## config.mk

```make
export PLATFORM = sky130hd
export DESIGN_NAME = prog_loader
export DESIGN_NICKNAME = d
export VERILOG_FILES = /design/src/rtl/prog_loader.sv
export SDC_FILE = /design/constraint.sdc
export NUM_CORES = 1
export LEC_CHECK = 0
export ABC_CLOCK_PERIOD_IN_PS = 5400
export CORE_AREA = 2 2 132 70
export DETAILED_ROUTE_END_ITERATION = 10
export DIE_AREA = 0 0 134 72
export PLACE_DENSITY = 0.46
export SETUP_SLACK_MARGIN = 0.02
export SLEW_MARGIN = 10
export SYNTH_ARGS = -nofsm -noshare
export SYNTH_HDL_FRONTEND = slang
export SYNTH_SLANG_ARGS = --single-unit
export TNS_END_PERCENT = 20
```

## constraint.sdc

```tcl
create_clock -name clk -period 5.4 [get_ports clk]
set_input_delay 1.08 -clock clk [delete_from_list [all_inputs] [get_ports clk]]
set_output_delay 1.08 -clock clk [all_outputs]
set_load 0.02 [all_outputs]
```

## src/rtl/prog_loader.sv

```systemverilog
// Byte-stream program loader: frames of LEN, N data bytes, CSUM are written into the
// instruction memory while the CPU is held. Optional idle timeout: PROG_LOADER_TIMEOUT_EN.
module prog_loader #(
    parameter int                ADDR_W    = 8,
    parameter int                DATA_W    = 8,
    parameter logic [ADDR_W-1:0] BASE_ADDR = '0
`ifdef PROG_LOADER_TIMEOUT_EN
    ,
    parameter int                TIMEOUT   = 1024
`endif
) (
    input  logic              clk,
    input  logic              rst,
    input  logic              start,
    input  logic [DATA_W-1:0] in_data,
    input  logic              in_valid,
    output logic              in_ready,
    output logic              wr_en,
    output logic [ADDR_W-1:0] wr_addr,
    output logic [DATA_W-1:0] wr_data,
    output logic              cpu_hold,
    output logic              busy,
    output logic              done,
    output logic              err,
    output logic [ADDR_W:0]   byte_cnt
);

    typedef enum logic [2:0] {
        S_IDLE, S_LEN, S_DATA, S_CSUM, S_DONE, S_ERR
    } state_t;

    state_t state, next_state;

    logic [ADDR_W:0]   n_len;
    logic [DATA_W-1:0] sum;
    logic [DATA_W-1:0] sum_next;
    logic [ADDR_W:0]   cnt_inc;
    logic              xfer;
    logic              in_frame;
    logic              last_byte;
    logic              can_start;
    logic              tmo;

    // Valid/ready: a byte moves on a rising edge where in_valid && in_ready are both high;
    // in_ready depends only on the state register, never on in_valid.
    assign in_frame  = (state == S_LEN) || (state == S_DATA) || (state == S_CSUM);
    assign xfer      = in_valid && in_frame;
    assign sum_next  = sum + in_data;
    assign cnt_inc   = byte_cnt + (ADDR_W+1)'(1);
    assign last_byte = (cnt_inc == n_len);
    assign can_start = start && ((state == S_IDLE) || (state == S_DONE) || (state == S_ERR));

`ifdef PROG_LOADER_TIMEOUT_EN
    logic [15:0] idle_cnt;

    // The idle cycle that would bring the counter to TIMEOUT aborts the frame.
    assign tmo = in_frame && !xfer && (idle_cnt == 16'(TIMEOUT - 1));

    always_ff @(posedge clk) begin
        if (rst) begin
            idle_cnt <= '0;
        end else if (xfer || can_start) begin
            idle_cnt <= '0;
        end else if (in_frame) begin
            idle_cnt <= idle_cnt + 16'd1;
        end
    end
`else
    assign tmo = 1'b0;
`endif

    always_ff @(posedge clk) begin
        if (rst) begin
            state <= S_IDLE;
        end else begin
            state <= next_state;
        end
    end

    always_comb begin
        next_state = state;
        case (state)
            S_IDLE:  if (start) next_state = S_LEN;
            S_LEN:   if (xfer) next_state = S_DATA;
            S_DATA:  if (xfer && last_byte) next_state = S_CSUM;
            S_CSUM:  if (xfer) next_state = (sum_next == '0) ? S_DONE : S_ERR;
            S_DONE:  if (start) next_state = S_LEN;
            S_ERR:   if (start) next_state = S_LEN;
            default: next_state = S_IDLE;
        endcase
        if (tmo) next_state = S_ERR;
    end

    always_comb begin
        in_ready = in_frame;
        busy     = in_frame;
        cpu_hold = in_frame || (state == S_ERR);
        done     = (state == S_DONE);
        err      = (state == S_ERR);
    end

    // Datapath: length, running checksum, byte counter and the registered write port.
    always_ff @(posedge clk) begin
        if (rst) begin
            n_len    <= '0;
            sum      <= '0;
            byte_cnt <= '0;
            wr_en    <= 1'b0;
            wr_addr  <= '0;
            wr_data  <= '0;
        end else begin
            wr_en <= 1'b0;
            if (can_start) begin
                sum      <= '0;
                byte_cnt <= '0;
            end
            if (xfer && (state == S_LEN)) begin
                n_len <= (in_data == '0) ? (ADDR_W+1)'(2 ** DATA_W) : (ADDR_W+1)'(in_data);
                sum   <= in_data;
            end
            if (xfer && (state == S_DATA)) begin
                wr_en    <= 1'b1;
                wr_addr  <= BASE_ADDR + byte_cnt[ADDR_W-1:0];
                wr_data  <= in_data;
                sum      <= sum_next;
                byte_cnt <= cnt_inc;
            end
        end
    end

endmodule

```

==> metrics <==
total CTS buffers 5; kind of end point of the critical path flop; critical-path cell list clkdlybuf4s50_1 -> ha_1 -> fa_1 -> a211oi_1 -> o21bai_1 -> a21oi_1 -> xnor2_1 -> nand2_1 -> a211oi_1; largest net degree at the start of global routing 49; commonest cells after routing, fill and taps aside nand2_1, dfxtp_1, a21oi_1; area inside the core boundary roughly 8400 um2; IO Pins 43; die area 9650 um2; highest-delay cell along the critical path clkdlybuf4s50_1; number of diodes added for antenna fixing 0; largest vdd supply drop approximately 0.12 mV; detailed placement HPWL 4970 um; WP data arrival roughly 3.3 ns; critical path class in2reg; WP data required between 5 and 6 ns; most common library cell in the layout ignoring fill and taps nand2_1; origin of the worst min-delay path wr_addr[0]; die extent in y just over 70 um; share of final-layout standard cells stronger than drive strength 1 under 10%; setup repair after global routing missed its margin false; family with the most delay on the worst path adder cells; post-layout min period ~3.1 ns; Finish-stage setup viols 0; largest area contributor in the synthesized netlist dfxtp_1; routability congestion estimate from global placement 0.860; Final Cycle Share between 50% and 60%; Worst path most repeated cell a211oi_1; Post-Synthesis Cell Area approximately 2500 um2; total routed wire length on the met1 layer 4190 um; number of enable flip-flop cells after synthesis 0; WHS 0.453 ns; Worst Path Max Fanout 5; row count 24; origin of the critical flop-to-flop path state[2]; signed area change from the synthesized netlist to the final layout 25.2%; Avg Cell Area, Syn ~8 um2; number of port buffers 42; first-pass GRT wire length approximately 12000 um; flip-flop and latch count after synthesis 46; vias in the first global route ~2.1k; startpoint type of the worst setup path input pin; outcome completed; clock tree from TritonCTS yes; clock net sink count 46; Max stage delay on crit path 0.53 ns; top cells by area in the synthesized netlist dfxtp_1, nand2_1, a21oi_1; length of routed met3 wiring roughly 480 um; initial core utilization between 20% and 30%; CTS HTree Levels 2; power density cells about 280 nW/um2; # resized after CTS 0; number of vias after detailed routing around 2.3k; Overall Global Routing Usage between 10% and 20%; Slew Viols, Final 0; Achievable Freq about 320 MHz; Yosys Warn Count 0; Congestion Overflow GR 0; routed wirelength normalized by instance count approximately 16 um; Max-Slew Margin vs Limit ~37%; worst skew pair latency around 0.29 ns; worst path buffer plus inverter count 1; First-pass DRT Iterations 4; antenna violations before repair 0; measured slew at the worst slew-check pin between 0.9 and 1 ns; number of buffers between clock root and the deepest sink 2; maximum clock skew at final layout between 0.003 and 0.004 ns; post-synth net total approximately 330; clock transition at the register clock pins on the worst setup and hold paths after CTS roughly 0.060 ns; number of hold buffers added after CTS 0; highest routed layer met4; count of nets left with antenna violations after detail routing 0; Hold Violations, Final 0; reported max-cap violation count 0; leakage power summed over all cells around 0.0011 uW; number of buffers inserted by post-CTS setup repair 0; class of the most critical hold timing path reg2reg; post-synthesis cell type count 46; post-detailed-route DRC marker count 0; synthesized netlist cell count 310; Total Neg Setup Slack 0 ns; net count reported at finish 364; routed length on met2 approximately 2500 um; via-per-instance ratio between 4 and 5; Routed Wire Length ~7300 um; share of synthesized flip-flops with an asynchronous set or reset 0%; die width 134 um; proportion of synthesized chip area in sequential cells about 37%; Synth top area share between 30% and 40%; violation count after the first detailed-routing iteration 163; flip-flop cell with the highest count after synthesis dfxtp_1; root cell of the clock tree clkbuf_16; origin of the worst setup path in_data[0]
worst min-delay path, stage by stage, from the launching register on:
cell and delay [ns]:
dfxtp_1 0.31, nand2_1 0.05, a21oi_1 0.05
final timing paths:
check	to	slack, ns	cells past startpoint
max	sum[6]	2.32	9
min	wr_addr[0]	0.45	2
max reg2reg	sum[1]	3.16	6
min reg2reg	wr_addr[0]	0.45	2
cell type report:
type | instances | area (um2)
clock buffer | 6 | 139
clock inverter | 2 | 12.5
fill | 910 | 5350
inverter | 2 | 7.51
multi-input combinational | 244 | 1430
sequential | 46 | 921
tap | 117 | 146
timing repair buffer | 44 | 430
per-layer routing:
layer	GRT usage [%]	vias to the layer above
met5	0	-
li1	-	1146
met1	25.6	1058
met3	5.45	7
met4	3.90	0
met2	19.4	53
per-stage QoR:
| step | power [uW] | setup WS [ns] | instance area, um2 | cells | util [%] |
|---|---|---|---|---|---|
| floorplan | 491 | 2.77 | 2460 | 310 | - |
| global placement | 543 | 2.04 | 2930 | 453 | 34.8 |
| finish | 857 | 2.32 | 3090 | 461 | 36.6 |
| global route | 905 | 2.08 | 3090 | 461 | 36.6 |
| CTS | 867 | 2.32 | 3090 | 461 | 36.6 |
| detailed placement | 541 | 2.02 | 2930 | 453 | 34.8 |
cells in the mapped netlist, types with 2 or more instances:
cell type	instances
a211oi_1	10
a21o_1	5
a21oi_1	43
a22oi_1	3
and2_1	2
and3b_1	2
buf_2	4
buf_6	3
clkbuf_1	9
dfxtp_1	46
ha_1	8
inv_1	2
nand2_1	62
nand3_1	8
nand3b_1	3
nand4_1	2
nor2_1	28
nor2b_1	2
nor3_1	9
nor4_1	2
o21ai_0	14
o21bai_1	2
xnor2_1	12
xor2_1	7
where the power goes:
part	internal, uW	leakage (uW)	total (uW)	switching [uW]
clock network	184	0.0000729	322	139
registers	353	0.000373	367	13.9
logic	68.2	0.000640	167	98.7
total	605	0.00109	857	251
flip-flops by register name, summed over array words and instances, names as in the netlist:
signal	cells
byte_cnt	9
n_len	9
state	3
sum	8
wr_addr	8
wr_data	8
wr_en	1
cells by family after synthesis:
group	share of synthesized area [%]
XOR/XNOR	8.43
adder cells (fa/ha/maj)	4.88
AND/OR/NAND/NOR	23.2
flip-flops	37.4
AO/OA/AOI/OAI	21.4
buffers and inverters	4.72
No activity file was read; power rests on OpenSTA's default activity.
